===== src/rtl/rv_ctrl_pkg.sv =====
// rtl/rv_ctrl_pkg.sv - shared constants and types for the RV32I multicycle control sequencer
//
// Purpose: opcode constants, FSM state codes, datapath select encodings
//          and the one-hot instruction-class record produced by rv_ctrl_decode.
// Ports:   none (package).
package rv_ctrl_pkg;

  // RV32I major opcodes (ir[6:0])
  localparam logic [6:0] OPC_OP     = 7'b0110011;
  localparam logic [6:0] OPC_OP_IMM = 7'b0010011;
  localparam logic [6:0] OPC_LOAD   = 7'b0000011;
  localparam logic [6:0] OPC_STORE  = 7'b0100011;
  localparam logic [6:0] OPC_BRANCH = 7'b1100011;
  localparam logic [6:0] OPC_JAL    = 7'b1101111;
  localparam logic [6:0] OPC_JALR   = 7'b1100111;
  localparam logic [6:0] OPC_LUI    = 7'b0110111;
  localparam logic [6:0] OPC_AUIPC  = 7'b0010111;
  localparam logic [6:0] OPC_FENCE  = 7'b0001111;

  // Sequencer states
  localparam logic [2:0] ST_FETCH  = 3'd0;
  localparam logic [2:0] ST_DECODE = 3'd1;
  localparam logic [2:0] ST_EXEC   = 3'd2;
  localparam logic [2:0] ST_MEM    = 3'd3;
  localparam logic [2:0] ST_WB     = 3'd4;
  localparam logic [2:0] ST_TRAP   = 3'd5;

  // Next-PC select
  localparam logic [1:0] PC_SEL_PLUS4 = 2'd0;
  localparam logic [1:0] PC_SEL_IMM   = 2'd1;
  localparam logic [1:0] PC_SEL_ALU   = 2'd2;

  // Write-back source select
  localparam logic [1:0] WB_SEL_ALU   = 2'd0;
  localparam logic [1:0] WB_SEL_LOAD  = 2'd1;
  localparam logic [1:0] WB_SEL_PC4   = 2'd2;

  // ALU operation
  localparam logic [1:0] ALU_OP_ADD   = 2'd0;
  localparam logic [1:0] ALU_OP_FUNCT = 2'd1;
  localparam logic [1:0] ALU_OP_BR    = 2'd2;
  localparam logic [1:0] ALU_OP_PASSB = 2'd3;

  // One-hot instruction class; all-zero means the opcode is not legal
  typedef struct packed {
    logic r;
    logic i_alu;
    logic load;
    logic store;
    logic branch;
    logic jal;
    logic jalr;
    logic lui;
    logic auipc;
    logic fence;
  } insn_class_t;

endpackage


===== src/rtl/rv_ctrl_decode.sv =====
// rtl/rv_ctrl_decode.sv - opcode classifier for the multicycle control sequencer
//
// Purpose: combinational map of ir[6:0] to a one-hot instruction class and a legal flag.
// Ports:
//   opcode  in  7   instruction register bits [6:0]
//   cls     out     one-hot instruction class (insn_class_t)
//   legal   out 1   opcode is one of the supported RV32I major opcodes
module rv_ctrl_decode
  import rv_ctrl_pkg::*;
(
  input  logic [6:0]  opcode,
  output insn_class_t cls,
  output logic        legal
);

  assign cls.r      = (opcode == OPC_OP);
  assign cls.i_alu  = (opcode == OPC_OP_IMM);
  assign cls.load   = (opcode == OPC_LOAD);
  assign cls.store  = (opcode == OPC_STORE);
  assign cls.branch = (opcode == OPC_BRANCH);
  assign cls.jal    = (opcode == OPC_JAL);
  assign cls.jalr   = (opcode == OPC_JALR);
  assign cls.lui    = (opcode == OPC_LUI);
  assign cls.auipc  = (opcode == OPC_AUIPC);
  assign cls.fence  = (opcode == OPC_FENCE);

  assign legal = |cls;

endmodule


===== src/rtl/rv_multicycle_ctrl.sv =====
// rtl/rv_multicycle_ctrl.sv - multicycle FETCH/DECODE/EXEC/MEM/WB control sequencer for RV32I
//
// Purpose: steps each instruction through the shared single-ALU datapath, handshakes
//          with instruction and data memory, holds the instruction register.
// Optional feature: RV_CTRL_INSTRET_EN adds the 64-bit retired-instruction counter o_instret.
// Ports:
//   i_clk, i_rst_n                   clock (rising edge), async active-low reset
//   o_imem_req / i_imem_valid / i_imem_rdata[31:0]   instruction fetch handshake
//   o_ir[31:0]                       instruction register
//   i_br_taken                       branch compare result (EXEC)
//   o_pc_we, o_pc_sel[1:0]           PC update control
//   o_alu_a_sel, o_alu_b_sel, o_alu_op[1:0]          ALU operand/operation select
//   o_dmem_req, o_dmem_we / i_dmem_done              data memory handshake
//   o_rf_we, o_wb_sel[1:0]           register-file write control
//   o_retire                         one pulse per retired instruction
//   o_trap                           sticky illegal-opcode indication
//   o_instret[63:0]                  retired count (only with RV_CTRL_INSTRET_EN)
module rv_multicycle_ctrl
  import rv_ctrl_pkg::*;
(
  input  logic        i_clk,
  input  logic        i_rst_n,
  output logic        o_imem_req,
  input  logic        i_imem_valid,
  input  logic [31:0] i_imem_rdata,
  output logic [31:0] o_ir,
  input  logic        i_br_taken,
  output logic        o_pc_we,
  output logic [1:0]  o_pc_sel,
  output logic        o_alu_a_sel,
  output logic        o_alu_b_sel,
  output logic [1:0]  o_alu_op,
  output logic        o_dmem_req,
  output logic        o_dmem_we,
  input  logic        i_dmem_done,
  output logic        o_rf_we,
  output logic [1:0]  o_wb_sel,
  output logic        o_retire,
  output logic        o_trap
`ifdef RV_CTRL_INSTRET_EN
  ,
  output logic [63:0] o_instret
`endif
);

  logic [2:0]  state_q;
  logic [2:0]  state_d;
  insn_class_t cls;
  logic        legal;

  rv_ctrl_decode u_decode (
    .opcode (o_ir[6:0]),
    .cls    (cls),
    .legal  (legal)
  );

  always_ff @(posedge i_clk or negedge i_rst_n) begin
    if (!i_rst_n) begin
      state_q <= ST_FETCH;
      o_ir    <= '0;
    end else begin
      state_q <= state_d;
      if (state_q == ST_FETCH && i_imem_valid) begin
        o_ir <= i_imem_rdata;
      end
    end
  end

  always_comb begin
    state_d     = state_q;
    o_imem_req  = 1'b0;
    o_pc_we     = 1'b0;
    o_pc_sel    = PC_SEL_PLUS4;
    o_alu_a_sel = 1'b0;
    o_alu_b_sel = 1'b0;
    o_alu_op    = ALU_OP_ADD;
    o_dmem_req  = 1'b0;
    o_dmem_we   = 1'b0;
    o_rf_we     = 1'b0;
    o_wb_sel    = WB_SEL_ALU;
    o_retire    = 1'b0;
    o_trap      = 1'b0;

    case (state_q)
      ST_FETCH: begin
        // State sits at FETCH while reset is held; keep the request quiet until release.
        o_imem_req = i_rst_n;
        if (i_imem_valid) state_d = ST_DECODE;
      end

      ST_DECODE: begin
        if (!legal) begin
          state_d = ST_TRAP;
        end else if (cls.fence) begin
          o_pc_we  = 1'b1;
          o_retire = 1'b1;
          state_d  = ST_FETCH;
        end else begin
          state_d = ST_EXEC;
        end
      end

      ST_EXEC: begin
        if (cls.r) o_alu_op = ALU_OP_FUNCT;
        if (cls.i_alu) begin
          o_alu_b_sel = 1'b1;
          o_alu_op    = ALU_OP_FUNCT;
        end
        if (cls.load || cls.store || cls.jalr) o_alu_b_sel = 1'b1;
        if (cls.auipc) begin
          o_alu_a_sel = 1'b1;
          o_alu_b_sel = 1'b1;
        end
        if (cls.lui) begin
          o_alu_b_sel = 1'b1;
          o_alu_op    = ALU_OP_PASSB;
        end
        if (cls.branch) begin
          o_alu_op = ALU_OP_BR;
          o_pc_we  = 1'b1;
          o_pc_sel = i_br_taken ? PC_SEL_IMM : PC_SEL_PLUS4;
          o_retire = 1'b1;
          state_d  = ST_FETCH;
        end else if (cls.load || cls.store) begin
          state_d = ST_MEM;
        end else begin
          state_d = ST_WB;
        end
      end

      ST_MEM: begin
        o_dmem_req = 1'b1;
        o_dmem_we  = cls.store;
        // A store retires in the same cycle its access completes.
        if (i_dmem_done) begin
          if (cls.store) begin
            o_pc_we  = 1'b1;
            o_retire = 1'b1;
            state_d  = ST_FETCH;
          end else begin
            state_d = ST_WB;
          end
        end
      end

      ST_WB: begin
        o_rf_we  = 1'b1;
        o_pc_we  = 1'b1;
        o_retire = 1'b1;
        if (cls.load)                o_wb_sel = WB_SEL_LOAD;
        else if (cls.jal || cls.jalr) o_wb_sel = WB_SEL_PC4;
        if (cls.jal)       o_pc_sel = PC_SEL_IMM;
        else if (cls.jalr) o_pc_sel = PC_SEL_ALU;
        state_d = ST_FETCH;
      end

      ST_TRAP: begin
        o_trap = 1'b1;
      end

      default: begin
        // Unused state encodings are treated as a fault.
        state_d = ST_TRAP;
      end
    endcase
  end

`ifdef RV_CTRL_INSTRET_EN
  logic [63:0] instret_q;

  // Wraps naturally at 2^64; TRAP never retires so it never counts there.
  always_ff @(posedge i_clk or negedge i_rst_n) begin
    if (!i_rst_n) begin
      instret_q <= '0;
    end else if (o_retire) begin
      instret_q <= instret_q + 64'd1;
    end
  end

  assign o_instret = instret_q;
`endif

endmodule


===== config.mk =====
export PLATFORM = sky130hd
export DESIGN_NAME = rv_multicycle_ctrl
export DESIGN_NICKNAME = d
export VERILOG_FILES = /design/src/rtl/rv_ctrl_pkg.sv /design/src/rtl/rv_ctrl_decode.sv /design/src/rtl/rv_multicycle_ctrl.sv
export SDC_FILE = /design/constraint.sdc
export NUM_CORES = 1
export LEC_CHECK = 0
export BUFFER_PORTS_ARGS = -buffer_cell sky130_fd_sc_hd__buf_2
export CAP_MARGIN = 20
export CORE_MARGIN = 5
export CORE_UTILIZATION = 40
export CTS_CLUSTER_DIAMETER = 120
export DETAILED_ROUTE_END_ITERATION = 16
export PLACE_DENSITY = 0.8
export SYNTH_ARGS = -nofsm -noshare
export SYNTH_HDL_FRONTEND = slang
export SYNTH_HIERARCHICAL = 1
export SYNTH_SLANG_ARGS = --single-unit

===== constraint.sdc =====
create_clock -name i_clk -period 6.2 [get_ports i_clk]
set_clock_uncertainty 0.2 [all_clocks]
set_input_delay 1.55 -clock i_clk [delete_from_list [all_inputs] [get_ports i_clk]]
set_output_delay 1.55 -clock i_clk [all_outputs]
set_load 0.05 [all_outputs]

==> flow_metrics.env <==
export IMPL_status="finished, final reports clean"
export IMPL_synth_ff_type="dfrtp_1"
export IMPL_setup_viol=0
export IMPL_setup_worst_path_end_class="output port"
export IMPL_yosysMostFrequentCell="dfrtp_1"
export IMPL_clock_sinks=35
export IMPL_cpPeakStageDelay_ns=0.37
export IMPL_hpwlAfterDp_um=3020
export IMPL_cp_arrival_ns=2.45
export IMPL_power_mw=0.563
export IMPL_fill_cells=385
export IMPL_synth_nets=185
export IMPL_vias=1431
export IMPL_path_buf_inv=3
export IMPL_min_period_over_period=0.678
export IMPL_io_buffers=83
export IMPL_combPwrFrac=0.251
export IMPL_initial_core_util=0.405
export IMPL_min_period_ns=4.20
export IMPL_syn_avg_cell_area_um2=11.7
export IMPL_drc=0
export IMPL_power_switching_mw=0.199
export IMPL_placedCellCount=276
export IMPL_finalHoldViolations=0
export IMPL_synth_commonest_cells="dfrtp_1 (35), mux2_1 (32), nor2_1 (14)"
export IMPL_drtIter0Drc=66
export IMPL_die_area_um2=5730
export IMPL_intPower_mw=0.364
export IMPL_drt_antenna_violating_nets=0
export IMPL_yosysSeqAreaShare=0.507
export IMPL_slowest_stage="buf_4"
export IMPL_final_area_um2=2250
export IMPL_final_layout_size_suffix_gt1_frac=0.417
export IMPL_grt_pass1_vias=1337
export IMPL_yosysWarnings=6
export IMPL_hold_class="reg -> reg"
export IMPL_p_sw_frac=0.353
export IMPL_yosys_cell_types_count=38
export IMPL_postCtsResizedCells=0
export IMPL_rsz0062_at_grt="no"
export IMPL_core_area_um2=4260
export IMPL_first_pass_iters=4
export IMPL_netlist_instances=148
export IMPL_whs_ns=0.279
export IMPL_layout_setup_ws_ns=2.00
export IMPL_wirelength_um=3840
export IMPL_wire_per_inst_um=13.6
export IMPL_utilization=0.527
export IMPL_crit_chain="buf_2 > buf_4 > and2_1 > buf_2"
export IMPL_clk_latency_ns=0.28
export IMPL_rows=24
export IMPL_ir_drop_v=0.000157
export IMPL_dpl_cell_area_um2=2170
export IMPL_power_density_nw_per_um2=250
export IMPL_fmax_ghz=0.238
export IMPL_antenna_found_initial=0
export IMPL_power_leakage_nw=1.20
export IMPL_seqPwrFrac=0.483
export IMPL_slew_headroom=0.683
export IMPL_track_usage=0.138
export IMPL_syn_area_um2=1730
export IMPL_cts_buffers=5
export IMPL_grt_overflow_total=0
export IMPL_maxSlewViolCount=0
export IMPL_grt_pass1_wl_um=6020
export IMPL_gp_congestion=0.824
export IMPL_grt_max_degree=37
export IMPL_die_w_um=75.7
export IMPL_ys_async_sr_fraction=1.00
export IMPL_synth_top_cell_area_share=0.507
export IMPL_fin_setup_tns_ns=0
export IMPL_vias_per_cell=5.07
export IMPL_start_kind="primary input"
export IMPL_hold_buffers=0
export IMPL_cts_max_path_buffers=2
export IMPL_die_y_um=75.7
export IMPL_p_clk_frac=0.265
export IMPL_dp_worst_setup_slack_ns=1.96
export IMPL_yosysTopAreaCell="dfrtp_1"
export IMPL_clockRootBuffer="clkbuf_8"
export IMPL_clk_pin_slew_ns=0.06
export IMPL_synth_edf_count=0
export IMPL_cts_tree="done"
export IMPL_cap_violations=0
export IMPL_cp_common_cell="buf_2"
export IMPL_synth_area_top_cells="dfrtp_1 (51%), mux2_1 (21%), nor2_1 (3.0%)"
export IMPL_layoutNonFillerInstCount=282
export IMPL_worstPathRequired_ns=4.45
export IMPL_cpLargestDelayFamily="buffers and inverters"
export IMPL_synthToLayoutAreaGrowth_pct=30.1
export IMPL_ys_seq_elements=35
export IMPL_ios=84
export IMPL_crit_fanout=36
export IMPL_h_tree_depth=2
export IMPL_fin_nets=268
export IMPL_num_antenna_cells=0
export IMPL_crit_type="in -> out"
export IMPL_worst_pin_slew_ns=0.475
export IMPL_postCtsSetupBuffers=0
routing by layer:
layer	GRT usage	wire, um
met2	0.223	1970
met4	0.0408	25
met3	0.0567	357
met1	0.170	1490
met5	0	0
sequential cells by signal, indices dropped and copies added (netlist names):
name / cells
o_ir: 32
state_q: 3
cell usage in the layout, fill, tap and decap left out, drive strengths merged, types with 2 or more instances in the layout:
master | Yosys | final
buf | 7 | 85
dfrtp | 35 | 35
mux2 | 32 | 32
nor2 | 14 | 14
nor3 | 5 | 5
a31oi | 5 | 5
nand2 | 5 | 5
clkbuf | 2 | 5
and2 | 4 | 4
nor4 | 4 | 4
o21ai | 4 | 4
a21oi | 3 | 3
or3 | 3 | 3
and3 | 2 | 2
nand2b | 2 | 2
or4 | 2 | 2
nor4bb | 2 | 2
nand3b | 2 | 2
or3b | 2 | 2
inv | 2 | 2
cell families after synthesis:
family / after synthesis / synth area share
mux: 33 / 0.214
compound gates: 15 / 0.0514
simple gates: 54 / 0.193
flops: 35 / 0.507
buf+inv: 11 / 0.0340
final cells by class:
class / instances / area, um^2 / area share
inverter: 2 / 7.51 / 0.00334
timing repair buffer: 85 / 430 / 0.191
tap: 52 / 65.1 / 0.0289
clock inverter: 1 / 7.51 / 0.00334
multi-input combinational: 102 / 793 / 0.353
sequential: 35 / 876 / 0.390
clock buffer: 5 / 68.8 / 0.0306
path summary, 6_finish.rpt:
kind | cells past startpoint | slack [ns] | start | to
setup / recovery | 4 | 2.00 | i_rst_n | o_imem_req
hold / removal | 1 | 0.28 | o_ir[18]$_DFFE_PN0P_ | o_ir[18]$_DFFE_PN0P_
setup reg to reg | 6 | 3.91 | o_ir[0]$_DFFE_PN0P_ | state_q[1]$_DFFE_PN0P_
hold reg to reg | 1 | 0.28 | o_ir[18]$_DFFE_PN0P_ | o_ir[18]$_DFFE_PN0P_
max in group asynchronous | 2 | 4.39 | i_rst_n | o_ir[30]$_DFFE_PN0P_
min in group asynchronous | 2 | 1.09 | i_rst_n | o_ir[13]$_DFFE_PN0P_
power by group through the flow:
stage	sequential [mW]	combinational (mW)	clock (mW)
after floorplan	0.325	0.0505	0
final	0.272	0.141	0.149
after global routing	0.276	0.151	0.164
after global placement	0.275	0.141	0
after detailed placement	0.276	0.143	0
after CTS	0.272	0.143	0.155
Note: power is estimated with default switching activity, not from simulation.
